<file path="config.mk">
export PLATFORM = sky130hd
export DESIGN_NAME = conv_window_scheduler
export DESIGN_NICKNAME = d
export VERILOG_FILES = /design/src/rtl/conv_window_scheduler.sv
export SDC_FILE = /design/constraint.sdc
export NUM_CORES = 1
export LEC_CHECK = 0
export CAP_MARGIN = 20
export CORE_UTILIZATION = 50
export CTS_CLUSTER_SIZE = 20
export DETAILED_ROUTE_END_ITERATION = 7
export PLACE_DENSITY_LB_ADDON = 0.3
export RECOVER_POWER = 50
export SYNTH_ARGS = -nofsm -noshare
export SYNTH_HDL_FRONTEND = slang
export SYNTH_SLANG_ARGS = --single-unit
</file>
<file path="constraint.sdc">
create_clock -name clk -period 6.1 [get_ports clk]
set_input_delay 1.22 -clock clk [delete_from_list [all_inputs] [get_ports clk]]
set_output_delay 1.22 -clock clk [all_outputs]
set_load 0.02 [all_outputs]
</file>
<file path="src/rtl/conv_window_scheduler.sv">
// conv_window_scheduler
//   Sequences a single convolution MAC over a feature map held in a
//   synchronous-read pixel RAM and a kernel held in a weight RAM. Windows
//   are visited in raster order (stride 1, valid padding). Each finished
//   window result is pushed into a 4-entry FIFO together with its output
//   index.
//
// Ports
//   clk, reset_n          clock (rising edge), asynchronous active-low reset
//   start                 one-cycle pulse, starts a layer pass when not busy
//   busy, done            pass in progress / one-cycle end-of-pass pulse
//   pix_rd                pixel + weight RAM read strobe
//   pix_addr, krn_addr    pixel address (r+i)*IMG_W+(c+j), weight address i*K+j
//   mac_enable, mac_clear MAC controls; mac_ht/mac_wt are the constant K
//   mac_out, mac_done     MAC saturated result and its done flag
//   res_valid, res_ready  FIFO head handshake
//   res_data, res_addr    FIFO head result and output index r*OW+c
//   seq_err               sticky, set when mac_done is low on a capture cycle
//   dbg_state             current FSM state (state_t encoding)
//
// Handshake: the FIFO head is transferred on every rising edge where
// res_valid and res_ready are both high. res_valid never depends on
// res_ready, and the head stays stable until it is transferred.
module conv_window_scheduler #(
    parameter int IMG_W  = 28,
    parameter int IMG_H  = 28,
    parameter int K      = 3,
    parameter int ADDR_W = 10,
    parameter int RES_W  = 21
) (
    input  logic              clk,
    input  logic              reset_n,
    input  logic              start,
    output logic              busy,
    output logic              done,
    output logic              pix_rd,
    output logic [ADDR_W-1:0] pix_addr,
    output logic [5:0]        krn_addr,
    output logic              mac_enable,
    output logic              mac_clear,
    output logic [8:0]        mac_ht,
    output logic [8:0]        mac_wt,
    input  logic [RES_W-1:0]  mac_out,
    input  logic              mac_done,
    output logic              res_valid,
    output logic [RES_W-1:0]  res_data,
    output logic [ADDR_W-1:0] res_addr,
    input  logic              res_ready,
    output logic              seq_err,
    output logic [2:0]        dbg_state
);

    localparam int OW = IMG_W - K + 1;
    localparam int OH = IMG_H - K + 1;

    typedef enum logic [2:0] {
        S_IDLE  = 3'd0,
        S_CLR   = 3'd1,
        S_RUN   = 3'd2,
        S_FLUSH = 3'd3,
        S_DRAIN = 3'd4
    } state_t;

    state_t state;

    // Window / kernel position counters: r outer, then c, i, j inner.
    logic [ADDR_W-1:0] r_cnt;
    logic [ADDR_W-1:0] c_cnt;
    logic [3:0]        i_cnt;
    logic [3:0]        j_cnt;
    logic [ADDR_W-1:0] res_idx;

    // Capture tag pipeline: tag_q travels with pix_rd / flush strobe,
    // tag1 with mac_enable, tag2 in the cycle the MAC result is valid.
    logic tag_q;
    logic tag1;
    logic tag2;
    logic flush_q;

    // Result FIFO
    logic [RES_W-1:0]  fifo_data [4];
    logic [ADDR_W-1:0] fifo_addr [4];
    logic [1:0]        wr_ptr;
    logic [1:0]        rd_ptr;
    logic [2:0]        count;

    logic              push;
    logic              pop;
    logic [2:0]        occ_after_pop;
    logic              stall;

    logic              j_last;
    logic              i_last;
    logic              c_last;
    logic              r_last;
    logic              last_product;
    logic              tag_c;
    logic [ADDR_W-1:0] pix_addr_c;
    logic [5:0]        krn_addr_c;

    assign mac_ht    = 9'(K);
    assign mac_wt    = 9'(K);
    assign dbg_state = state;

    assign push      = tag2;
    assign pop       = (count != 3'd0) && res_ready;
    assign res_valid = (count != 3'd0);
    assign res_data  = fifo_data[rd_ptr];
    assign res_addr  = fifo_addr[rd_ptr];

    // Issue is held off while an entry would still sit in the FIFO after
    // this cycle's pop. At most three tagged enables are in flight behind
    // that decision, so the FIFO cannot overflow, and with res_ready high
    // the single waiting result always leaves in time (no bubbles).
    assign occ_after_pop = count - {2'b00, pop};
    assign stall         = (occ_after_pop != 3'd0);

    assign j_last       = (j_cnt == 4'(K - 1));
    assign i_last       = (i_cnt == 4'(K - 1));
    assign c_last       = (c_cnt == ADDR_W'(OW - 1));
    assign r_last       = (r_cnt == ADDR_W'(OH - 1));
    assign last_product = r_last && c_last && i_last && j_last;

    // The first product of a new window makes the MAC dump the previous
    // window, so it carries the capture tag; window 0 has nothing to dump.
    assign tag_c = (i_cnt == 4'd0) && (j_cnt == 4'd0) &&
                   !((r_cnt == '0) && (c_cnt == '0));

    assign pix_addr_c = ADDR_W'((int'(r_cnt) + int'(i_cnt)) * IMG_W +
                                int'(c_cnt) + int'(j_cnt));
    assign krn_addr_c = 6'(int'(i_cnt) * K + int'(j_cnt));

    always_ff @(posedge clk or negedge reset_n) begin
        if (!reset_n) begin
            state      <= S_IDLE;
            busy       <= 1'b0;
            done       <= 1'b0;
            pix_rd     <= 1'b0;
            pix_addr   <= '0;
            krn_addr   <= '0;
            mac_enable <= 1'b0;
            mac_clear  <= 1'b0;
            seq_err    <= 1'b0;
            r_cnt      <= '0;
            c_cnt      <= '0;
            i_cnt      <= '0;
            j_cnt      <= '0;
            res_idx    <= '0;
            tag_q      <= 1'b0;
            tag1       <= 1'b0;
            tag2       <= 1'b0;
            flush_q    <= 1'b0;
        end else begin
            done       <= 1'b0;
            mac_clear  <= 1'b0;
            pix_rd     <= 1'b0;
            flush_q    <= 1'b0;
            tag_q      <= 1'b0;
            mac_enable <= pix_rd | flush_q;
            tag1       <= tag_q;
            tag2       <= tag1;

            if (tag2) begin
                res_idx <= res_idx + 1'b1;
                if (!mac_done) begin
                    seq_err <= 1'b1;
                end
            end

            // busy stays high through the done cycle itself.
            if (done) begin
                busy <= 1'b0;
            end

            case (state)
                S_IDLE: begin
                    if (start && !busy) begin
                        state     <= S_CLR;
                        busy      <= 1'b1;
                        mac_clear <= 1'b1;
                    end
                end
                S_CLR: begin
                    r_cnt   <= '0;
                    c_cnt   <= '0;
                    i_cnt   <= '0;
                    j_cnt   <= '0;
                    res_idx <= '0;
                    state   <= S_RUN;
                end
                S_RUN: begin
                    if (!stall) begin
                        pix_rd   <= 1'b1;
                        pix_addr <= pix_addr_c;
                        krn_addr <= krn_addr_c;
                        tag_q    <= tag_c;
                        if (j_last) begin
                            j_cnt <= '0;
                            if (i_last) begin
                                i_cnt <= '0;
                                if (c_last) begin
                                    c_cnt <= '0;
                                    r_cnt <= r_cnt + 1'b1;
                                end else begin
                                    c_cnt <= c_cnt + 1'b1;
                                end
                            end else begin
                                i_cnt <= i_cnt + 1'b1;
                            end
                        end else begin
                            j_cnt <= j_cnt + 1'b1;
                        end
                        if (last_product) begin
                            state <= S_FLUSH;
                        end
                    end
                end
                S_FLUSH: begin
                    // Extra enable without a read: makes the MAC dump the
                    // final window.
                    if (!stall) begin
                        flush_q <= 1'b1;
                        tag_q   <= 1'b1;
                        state   <= S_DRAIN;
                    end
                end
                S_DRAIN: begin
                    // Wait for tagged enables still in flight as well as
                    // for the FIFO to empty.
                    if ((count == 3'd0) && !tag_q && !tag1 && !tag2) begin
                        mac_clear <= 1'b1;
                        done      <= 1'b1;
                        state     <= S_IDLE;
                    end
                end
                default: begin
                    state <= S_IDLE;
                end
            endcase
        end
    end

    always_ff @(posedge clk or negedge reset_n) begin
        if (!reset_n) begin
            wr_ptr <= '0;
            rd_ptr <= '0;
            count  <= '0;
            for (int k = 0; k < 4; k++) begin
                fifo_data[k] <= '0;
                fifo_addr[k] <= '0;
            end
        end else begin
            if (push) begin
                fifo_data[wr_ptr] <= mac_out;
                fifo_addr[wr_ptr] <= res_idx;
                wr_ptr            <= wr_ptr + 1'b1;
            end
            if (pop) begin
                rd_ptr <= rd_ptr + 1'b1;
            end
            case ({push, pop})
                2'b10:   count <= count + 1'b1;
                2'b01:   count <= count - 1'b1;
                default: count <= count;
            endcase
        end
    end

endmodule

</file>
Word level (Yosys, flattened, before mapping)
Index checks and enable logic that the tools add are counted.

word-level totals
  flip-flop bits (word level) = 198
  input bits = 26
  word-level logic and storage cells = 156

cells by class
  mux-type cells = 50
  reduce and logical (&&, ||, !) cells = 35
  add/subtract/negate cells = 14
  $lt $le $gt $ge = 3
  equality and inequality tests = 18
  bitwise logic cells = 5
  multiply operators = 2

operators by type and width
  cell                                                   count
  two-way mux 10 bit                                     13
  bitwise mux 84 bit                                     1
  two-way mux 21 bit                                     3
  binary-select mux 21 bit (select 2 bit)                1
  demux 21 bit (select 2 bit)                            1
  bitwise mux 40 bit                                     1
  case mux 10 bit (2 select lines)                       2
  adder 10 x 1 -> 10 bit (second input constant)         3
  binary-select mux 10 bit (select 2 bit)                1
  demux 10 bit (select 2 bit)                            1
  equality test 10 x 5 -> 1 bit (second input constant)  2
  logical NOT 10 bit                                     2
  two-way mux 4 bit                                      5
  inequality test 2 bit (second input constant)          8
  case mux 4 bit (2 select lines)                        2
  two-way mux 3 bit                                      5
  case mux 3 bit (5 select lines)                        1
  logical AND 1 bit                                      12
  adder 10 x 4 -> 11 bit                                 1
  multiplier 11 x 3 -> 8 bit (second input constant)     1
  adder 10 bit                                           1
  adder 10 x 4 -> 10 bit                                 1
  two-way mux 1 bit                                      10
  AND reduction 5 bit                                    2
  other kinds (28)                                       47

Depth between registers and ports, before layout
Gate-level depths: netlist of the first run.

  depth after elaboration = 7
  depth in mapped cells = 19
  mapped depth without buffers = 19

Worst setup path after synthesis of the first run
OpenSTA, ideal clock, no wires.

  path type = flip-flop to flip-flop
  from = register i_cnt[0]
  to = register pix_addr[9]
  data arrival time = 4.294 ns
  path slack = 1.721 ns
  data required time = 6.015 ns
  setup time = 0.085 ns
  cell stages (with the launch flop) = 19
  cell sequence = dfrtp_1 > ha_1 > fa_1 > a21o_1 > a21oi_1 > xnor2_1 > inv_1 > fa_1 > inv_1 > ha_1 > xnor2_1 > ha_1 > ha_1 > nand3_1 > o211ai_1 > nor4_1 > nor3_1 > xnor3_1 > o21ai_0

on the way
  cells in the longest elaborated chain, start to end = 4

RTL lines
  element                     RTL line  RTL
  start: declaration          69        logic [3:0] i_cnt;
  start signal: assignment    208       i_cnt <= i_cnt + 1'b1;
  adder 10 x 4 -> 11 bit      129       assign pix_addr_c = ADDR_W'((int'(r_cnt) + int'(i_cnt)) * IMG_W +
  multiplier 11 x 3 -> 8 bit  129
  adder 10 bit                129
  adder 10 x 4 -> 10 bit      130       int'(c_cnt) + int'(j_cnt));
  end signal: assignment      194       pix_addr <= pix_addr_c;
  end: declaration            37        output logic [ADDR_W-1:0] pix_addr,

No other way between the ends.
A chain may end at the register's enable or synchronous reset.

Worst setup path after layout of the first run
Ends and elaborated chain as after synthesis.

==> out/metrics.cfg, run 1 <==
[outcome]
status=complete, but fails checks
violations=capacitance limit, slew limit

[critical_path]
cp-start-kind=register
cp_max_fo=6
crit_slowest_cell=fa_1
worstPathArrival_ps=5080
endpoint_kind=register
worst_path_most_repeated_cell=ha_1
crit_chain=ha_1 -> fa_1 -> a21o_1 -> a21oi_1 -> xnor2_1 -> inv_1 -> fa_1 -> inv_1 -> ha_1 -> xnor2_1 -> ha_1 -> ha_1 -> nand3_1 -> o211ai_1 -> nor4_1 -> nor3_1 -> xnor3_1 -> o21ai_0
cp_slowest_stage_delay_ps=500
r2r_slack_ps=1370
worstSetupPathType=reg -> reg
critPathRequiredTime_ps=6450
critical_path.top_delay_family=adder cells
cp_num_buf_inv=2

[die]
fp-row-count=52
die_y_um=146
core_sq_um=20200
pin_count=101
start_util_pct=50.9
die_w_um=146
die_area_sq_um=21200

[hold_path]
min_path_type=reg -> reg

[grt]
grt_pass1_wl_um=33200
grt_max_degree=114
overflow=0
antenna_found_initial=0
grt.total_usage_pct=20.1
grt_pass1_vias=6416

[synth]
synth_async_sr_flop_share_pct=100
synth-seq-cells=198
synth-edff-count=0
synthFlopType=dfrtp_1
synth_top_area_cell=dfrtp_1
synthesis.area_sq_um=10300
syn_area_per_cell_sq_um=12.5
synthCells=825
synth_cell_types=58
synth_top_area_share_pct=48.1
synth_seq_area_share_pct=48.1
yosys_warnings=0
synth_area_leaders=dfrtp_1, mux2_2, mux4_2

[clocking]
clkLatencyLatePin_ps=430
cts_resized=0
cts_setup_buffers=0
cts.sinks=198
htree_levels=4
postCtsHoldBufs=0
path_clk_slew_ps=70
cts_tree=built
cts_max_path_buffers=2
cts_buffers=17
root_buffer=clkbuf_16

[timing]
fin_skew_ps=9.73
period_share_pct=77.6
slew-limit-headroom_pct=-80.0
worst_pin_slew_ps=2700
setup_viol=0
fmax_ghz=0.211
finalCriticalPeriod_ps=4730
slew_viol_final=178
rsz0062_at_grt=no
hold_violations=0
tns_ps=0

[finish]
area_delta_synth_final_pct=14.9
layout-drive-gt1-share_pct=22.9
multi_input_area_sq_um=4940
fillers=1647
diodes=0
layout_common_cells=dfrtp_1, mux2_2, clkdlybuf4s50_1
final_common_cell=dfrtp_1
register_area_sq_um=4960
nets=986

[drt]
drc=0
wl_met2_um=9280
wl_um=19700
wire_per_inst_um=16.7
viasPerCell=5.34
vias=6303
postRouteAntennaNets=0
routed.top_layer=met4
drt_iter0_drc=213
wl_met3_um=578
firstDrtPassIters=4
wl_met1_um=9580

[power_and_ir_drop]
leakage_nw=5.43
total_power_mw=3.20
vdd_drop_max_v=0.000189
p_per_area_nw_per_um2=270

[placed_design]
hpwl_um=13400
gp_congestion=0.803
port_buffers=82

[run]
maxCapViolations=3

==> power by group <==
group,switching [mW],internal [mW],total (mW)
clock network,0.495,0.581,1.08
logic,0.321,0.361,0.682
registers,0.0803,1.36,1.44
total,0.897,2.30,3.20
==> per-layer routing <==
metal  GRT usage [%]  up-vias
li1                -     3012
met1            28.3     3163
met2            32.2      108
met3            3.17       20
met4            6.26        0
met5               0        -
==> final timing paths <==
| path | start | cells past startpoint | endpoint |
|---|---|---|---|
| setup / recovery | i_cnt[0]$_DFFE_PN0P_ | 18 | pix_addr[9]$_DFFE_PN0P_ |
| hold / removal | tag1$_DFF_PN0_ | 0 | push$_DFF_PN0_ |
| setup reg to reg | i_cnt[0]$_DFFE_PN0P_ | 18 | pix_addr[9]$_DFFE_PN0P_ |
| hold reg to reg | tag1$_DFF_PN0_ | 0 | push$_DFF_PN0_ |
| max in group asynchronous | reset_n | 2 | pix_addr[6]$_DFFE_PN0P_ |
| min in group asynchronous | reset_n | 1 | fifo_data[67]$_DFFE_PN0P_ |
==> synth_stat cells, types with 2 or more instances <==
master and instances:
fa_1 13, o21ai_0 26, o31ai_1 2, buf_4 19
nand4b_1 2, mux4_2 31, and3_1 6, dfrtp_1 198
ha_1 50, nand2b_1 3, inv_1 44, xor2_1 25
xnor2_1 30, mux2i_1 3, conb_1 2, or3_1 2
or4_1 2, buf_1 9, or2_2 4, nand2_1 52
nand3_1 21, clkbuf_8 2, nor4_1 3, a21o_1 10
mux2_2 124, o41ai_1 2, a2111oi_0 2, clkbuf_1 21
nor2_1 42, nor3b_1 3, o211ai_1 3, and2_1 2
nor3_1 11, nand4_1 14, o21bai_1 5, a21oi_1 15
==> area by class of cell <==
| type | count | share of cell area (%) |
|---|---|---|
| clock inverters | 12 | 1.00 |
| flip-flops and latches | 198 | 41.9 |
| repair buffers | 91 | 7.42 |
| inverters | 44 | 1.39 |
| multi-input cells | 545 | 41.7 |
| clock buffers | 20 | 3.77 |
| well taps | 270 | 2.85 |
==> registers in the layout, summed over array words and instances (netlist names) <==
register	cells
busy	1
c_cnt	10
count	3
dbg_state	3
done	1
fifo_addr	40
fifo_data	84
flush_q	1
i_cnt	4
j_cnt	4
krn_addr	6
mac_clear	1
mac_enable	1
pix_addr	10
pix_rd	1
push	1
r_cnt	10
rd_ptr	2
res_idx	10
seq_err	1
tag1	1
tag_q	1
wr_ptr	2
==> cell families after synthesis <==
family	count (synthesis)	share of synthesized area [%]
DFF	198	48.1
AOI/OAI and AO/OA	72	4.58
muxes	158	20.6
other	2	0.0729
xor gates and xnor gates	56	4.89
buffers and inverters	98	4.55
and+or+nand+nor	178	8.59
adders and majority gates	63	8.60
==> per-stage QoR <==
stage	util (%)	hold WS [ps]	instance area [sq um]	setup WS, ps	std cells
floorplan	-	354	10400	1720	841
global placement	55.9	361	11300	1490	1148
detailed placement	55.9	366	11300	1410	1148
CTS	58.7	381	11900	1370	1180
global route	58.5	391	11800	1030	1180
finish	58.5	379	11800	1370	1180
(Power assumes the default switching activity.)
==> run 2, diff against run 1 <==
==> constraint.sdc (replaced) <==
create_clock -name clk -period 4.4 [get_ports clk]
set_input_delay 0.88 -clock clk [delete_from_list [all_inputs] [get_ports clk]]
set_output_delay 0.88 -clock clk [all_outputs]
set_load 0.02 [all_outputs]
==> out/metrics.cfg, run 2 (same netlist as run 1, synthesis figures left out) <==
[outcome]
status=complete, but fails checks
violations=capacitance limit, slew limit

[drt]
postRouteAntennaNets=0  ; unchanged
wire_per_inst_um=16.8  ; +0.94%
viasPerCell=5.39  ; +0.87%
wl_um=20100  ; +2.1%
firstDrtPassIters=4  ; unchanged
drt_iter0_drc=322  ; +51%
vias=6433  ; +2.1%
drc=0  ; unchanged

[grt]
antenna_found_initial=0  ; unchanged
grt.total_usage_pct=20.4  ; +0.38 points
grt_pass1_wl_um=34300  ; +3.4%
overflow=0  ; unchanged
grt_pass1_vias=6725  ; +4.8%
grt_max_degree=91  ; -20%

[critical_path]
cp-start-kind=register
critPathRequiredTime_ps=4760  ; -1690 ps
r2r-start=i_cnt[0]$_DFFE_PN0P_
cp_num_buf_inv=2  ; unchanged
crit_slowest_cell=fa_1
r2r_slack_ps=150  ; -1220 ps
worstRegToRegCells=19  ; +1
crit_chain=ha_1 -> fa_2 -> a21o_1 -> a21oi_2 -> xnor2_1 -> inv_1 -> fa_1 -> inv_1 -> ha_4 -> a21o_1 -> a21oi_2 -> xnor2_1 -> ha_2 -> xnor2_2 -> xnor2_2 -> xnor2_1 -> xnor2_1 -> xnor3_1 -> o21ai_1
cp_max_fo=4  ; -2
critical_path.top_delay_family=adder cells
worst_path_most_repeated_cell=xnor2_1
endpoint_kind=register
worstPathArrival_ps=4610  ; -470 ps
r2r-end=pix_addr[9]$_DFFE_PN0P_
worstSetupPathType=reg -> reg
cp_slowest_stage_delay_ps=480  ; -20 ps

[finish]
multi_input_area_sq_um=5010  ; +1.5%
largestRegisters=fifo_data (84), fifo_addr (40)
area_delta_synth_final_pct=17.3
post-route-util_pct=59.7  ; +1.2 points
layout_common_cells=dfrtp_1, mux2_2, clkdlybuf4s50_1
layout-drive-gt1-share_pct=25.4  ; +2.6 points
largest_reg_flops=84  ; unchanged
diodes=0  ; unchanged
register_area_sq_um=4960  ; unchanged
regMostFlops=fifo_data
layout.cells.non_filler=1194  ; +1.2%
final_common_cell=dfrtp_1
fillers=1604  ; -2.6%
nets=1001  ; +1.5%

[timing]
finalCriticalPeriod_ps=4250  ; -480 ps
period_share_pct=96.7  ; +19 points
slew-limit-headroom_pct=-117  ; -37 points
fin_skew_ps=10.5  ; +0.767 ps
fmax_ghz=0.235  ; +11%
hold_slack_ps=383  ; +3.53 ps
setup_viol=0  ; unchanged
hold_violations=0  ; unchanged
slew_viol_final=103  ; -42%
worst_pin_slew_ps=3250  ; +549 ps

[die]
pin_count=101  ; unchanged
fp-row-count=52  ; unchanged
die_y_um=146  ; unchanged
die_area_sq_um=21200  ; unchanged
die_w_um=146  ; unchanged
start_util_pct=50.9  ; unchanged
core_sq_um=20200  ; unchanged

[clocking]
cts_buffers=17  ; unchanged
htree_levels=4  ; unchanged
cts_tree=built
root_buffer=clkbuf_16
path_clk_slew_ps=70  ; about the same
postCtsHoldBufs=0  ; unchanged
cts_max_path_buffers=2  ; unchanged
clkLatencyLatePin_ps=440  ; about the same
cts.sinks=198  ; unchanged

[power_and_ir_drop]
leakage_nw=5.54  ; +2.2%
vdd_drop_max_v=0.000251  ; +33%
p_per_area_nw_per_um2=374  ; +38%

[hold_path]
hold_path_depth=0  ; unchanged
holdCritStartpoint=tag_q$_DFF_PN0_
min_path_type=reg -> reg
hold_end=tag1$_DFF_PN0_

[placed_design]
hpwl_um=13400  ; -0.43%
port_buffers=82  ; unchanged
place_inst=1161  ; +1.1%
gp_congestion=0.823  ; +2.5%

[run]
maxCapViolations=2  ; -1

## run 2: final cells by class
type                    instances  area share, %
flip-flops and latches        198           41.0
inverters                      44           1.37
multi-input cells             545           41.5
repair buffers                106           8.53
clock inverters                13           1.14
well taps                     270           2.80
clock buffers                  18           3.64
## run 2: stage by stage
| stage | TNS [ps] | worst slack, ps | instance area, sq um | power, mW |
|---|---|---|---|---|
| 2_1_floorplan | 0 | 21.5 | 10400 | 2.61 |
| 3_3_place_gp | 0 | 20.6 | 11400 | 3.01 |
| 3_5_place_dp | -62.0 | -62.0 | 11400 | 3.03 |
| 4_1_cts | 0 | 9.07 | 12100 | 4.56 |
| 5_1_grt | -72.4 | -72.4 | 12100 | 4.70 |
| 6_report | 0 | 146 | 12100 | 4.51 |
## run 2: layer usage
layer | GRT usage [%] | up-vias | wire length [um]
li1 | - | 3043 | -
met4 | 6.47 | 0 | 300
met5 | 0 | - | 0
met3 | 3.10 | 25 | 569
met1 | 29.1 | 3250 | 9720
met2 | 32.5 | 115 | 9500
## run 2: worst max path at each step
stage	start	to	slack, ps	cells after the start
2_1_floorplan	i_cnt[0]$_DFFE_PN0P_	pix_addr[9]$_DFFE_PN0P_	20	18
3_3_place_gp	r_cnt[0]$_DFFE_PN0P_	pix_addr[9]$_DFFE_PN0P_	20	18
3_5_place_dp	r_cnt[0]$_DFFE_PN0P_	pix_addr[9]$_DFFE_PN0P_	-60	18
4_1_cts	i_cnt[0]$_DFFE_PN0P_	pix_addr[9]$_DFFE_PN0P_	9	16
5_1_grt	r_cnt[0]$_DFFE_PN0P_	pix_addr[9]$_DFFE_PN0P_	-70	19
6_report	i_cnt[0]$_DFFE_PN0P_	pix_addr[9]$_DFFE_PN0P_	150	19
## run 2: report_power, final
group          leakage (nW)  switching [mW]  internal, mW
registers              2.52           0.114          1.88
clock network         0.289           0.719         0.816
logic                  2.73           0.452         0.529
## run 2: repair_timing
action	CTS	global route
setup buffers	1	1
gates resized for setup	5	7
setup endpoints to repair	1	1
pin swaps	3	6
==> run 3, diff against run 2 <==
--- a/config.mk
+++ b/config.mk
@@ -11,6 +11,7 @@
 export DETAILED_ROUTE_END_ITERATION = 7
 export PLACE_DENSITY_LB_ADDON = 0.3
 export RECOVER_POWER = 50
+export REMOVE_ABC_BUFFERS = 1
 export SYNTH_ARGS = -nofsm -noshare
 export SYNTH_HDL_FRONTEND = slang
 export SYNTH_SLANG_ARGS = --single-unit
==> out/metrics.cfg, run 3 (same netlist as run 1, synthesis figures left out) <==
[run]
maxCapViolations=3  ; +1

[critical_path]
worstSetupPathType=reg -> reg
crit_chain=ha_2 -> fa_2 -> xor2_2 -> fa_1 -> ha_2 -> inv_1 -> fa_2 -> inv_1 -> ha_1 -> ha_4 -> nand3_1 -> o211ai_1 -> buf_4 -> buf_4 -> buf_4 -> nor2_1 -> xor2_1 -> o21ai_0
cp_max_fo=4  ; unchanged
cp-startpoint=r_cnt[0]$_DFFE_PN0P_
cp_slowest_stage_delay_ps=520  ; +40 ps
critical_path.top_delay_family=adder cells
endpoint_kind=register
cp_num_buf_inv=5  ; +3
r2r-start=r_cnt[0]$_DFFE_PN0P_
crit_slowest_cell=fa_2
critPathRequiredTime_ps=4710  ; -50 ps
worst_path_most_repeated_cell=buf_4
worstPathArrival_ps=4460  ; -150 ps
worstRegToRegCells=18  ; -1
path_depth=18  ; -1
cp-start-kind=register

[finish]
area_delta_synth_final_pct=17.5
final_common_cell=dfrtp_1
fillers=1623  ; +1.2%
layout-drive-gt1-share_pct=25.6  ; +0.21 points
largest_reg_flops=84  ; unchanged
stdcell_area_sq_um=12100  ; +0.21%
regMostFlops=fifo_data
largestRegisters=fifo_data (84), fifo_addr (40)
nets=1004  ; +0.30%
diodes=0  ; unchanged
layout_common_cells=dfrtp_1, mux2_2, clkdlybuf4s50_1

[clocking]
cts_max_path_buffers=2  ; unchanged
postCtsHoldBufs=0  ; unchanged
htree_levels=4  ; unchanged
root_buffer=clkbuf_16
path_clk_slew_ps=80  ; about the same
cts_tree=built
clkLatencyLatePin_ps=430  ; about the same
cts_buffers=17  ; unchanged
cts.sinks=198  ; unchanged

[timing]
finalWorstSetupSlack_ps=246  ; +99.3 ps
slew-limit-headroom_pct=-70.9  ; +46 points
setup_viol=0  ; unchanged
hold_slack_ps=380  ; -3.20 ps
finalCriticalPeriod_ps=4150  ; -99.3 ps
fin_skew_ps=12.3  ; +1.81 ps
slew_viol_final=167  ; +62%
period_share_pct=94.4  ; -2.3 points
worst_pin_slew_ps=2560  ; -685 ps
hold_violations=0  ; unchanged
fmax_ghz=0.241  ; +2.4%

[grt]
grt_pass1_vias=6713  ; -0.18%
grt_max_degree=104  ; +14%
grt.total_usage_pct=20.2  ; -0.23 points
overflow=0  ; unchanged
grt_pass1_wl_um=33800  ; -1.4%
antenna_found_initial=0  ; unchanged

[drt]
wire_per_inst_um=16.7  ; -0.86%
wl_um=20000  ; -0.53%
postRouteAntennaNets=0  ; unchanged
drc=0  ; unchanged
vias=6463  ; +0.47%
viasPerCell=5.39  ; +0.13%
firstDrtPassIters=4  ; unchanged
drt_iter0_drc=265  ; -18%

[placed_design]
placed_area_sq_um=11400  ; about the same
gp_congestion=0.799  ; -2.8%
hpwl_um=13500  ; +0.86%
port_buffers=82  ; unchanged
dp_slack_ps=-77.2  ; -15.3 ps

[die]
pin_count=101  ; unchanged
die_w_um=146  ; unchanged
die_area_sq_um=21200  ; unchanged
die_y_um=146  ; unchanged
fp-row-count=52  ; unchanged
start_util_pct=50.9  ; unchanged
core_sq_um=20200  ; unchanged

[outcome]
status=complete, but fails checks
violations=capacitance limit, slew limit

[hold_path]
hold_path_depth=0  ; unchanged
min_path_type=reg -> reg
holdCritStartpoint=tag1$_DFF_PN0_

[power_and_ir_drop]
p_per_area_nw_per_um2=375  ; +0.41%
total_power_mw=4.54  ; +0.62%
vdd_drop_max_v=0.000231  ; -7.9%
leakage_nw=5.55  ; about the same

run 3: worst paths after layout:
kind | to | slack, ps
worst max register to register | pix_addr[7]$_DFFE_PN0P_ | 250
max in group asynchronous | fifo_addr[2]$_DFFE_PN0P_ | 1290
min in group asynchronous | fifo_data[38]$_DFFE_PN0P_ | 1230
worst min register to register | push$_DFF_PN0_ | 380
worst min-delay path | push$_DFF_PN0_ | 380
worst max-delay path | pix_addr[7]$_DFFE_PN0P_ | 250
run 3: area by class of cell:
class	instances	area, sq um	share of cell area, %
Clock buffer	17	425	3.51
Clock inverter	15	199	1.64
Inverter	44	165	1.36
Multi-Input combinational cell	545	5000	41.3
Sequential cell	198	4960	40.9
Tap cell	270	338	2.79
Timing Repair Buffer	109	1020	8.40
run 3: stage by stage:
step / cells / util [%] / TNS, ps
after CTS: 1198 / 59.7 / 0
after global routing: 1198 / 59.8 / -1.52
after detailed placement: 1163 / 56.4 / -77.2
final: 1198 / 59.8 / 0
after global placement: 1163 / 56.4 / 0
after floorplan: 787 / - / 0
run 3: what timing repair did:
action                                 4_1_cts  5_1_grt
resized for setup                            3        8
endpoints found under the hold margin        0        0
gates cloned                                 0        0
setup buffers                                3        0
pin swaps                                    3        8
setup endpoints to repair                    1        2
run 3: worst reg2reg max path: stages (launching register included):
cell and delay [ps]:
dfrtp_1 390, ha_2 200, fa_2 390, xor2_2 210, fa_1 510, ha_2 190
inv_1 60, fa_2 520, inv_1 40, ha_1 300, ha_4 260, nand3_1 90
o211ai_1 110, buf_4 150, buf_4 120, buf_4 120, nor2_1 100, xor2_1 170
o21ai_0 90
run 3: power by group:
group	switching (mW)	internal (mW)
clock network	0.811	0.784
registers	0.111	1.88
logic	0.445	0.507
total	1.37	3.17
run 3: routing by layer:
metal,track usage [%],vias to the layer above,share of wire [%]
met1,26.7,3285,46
li1,-,3051,-
met2,34.3,111,50
met3,3.98,16,3.3
met5,0,-,0
met4,5.16,0,1.1
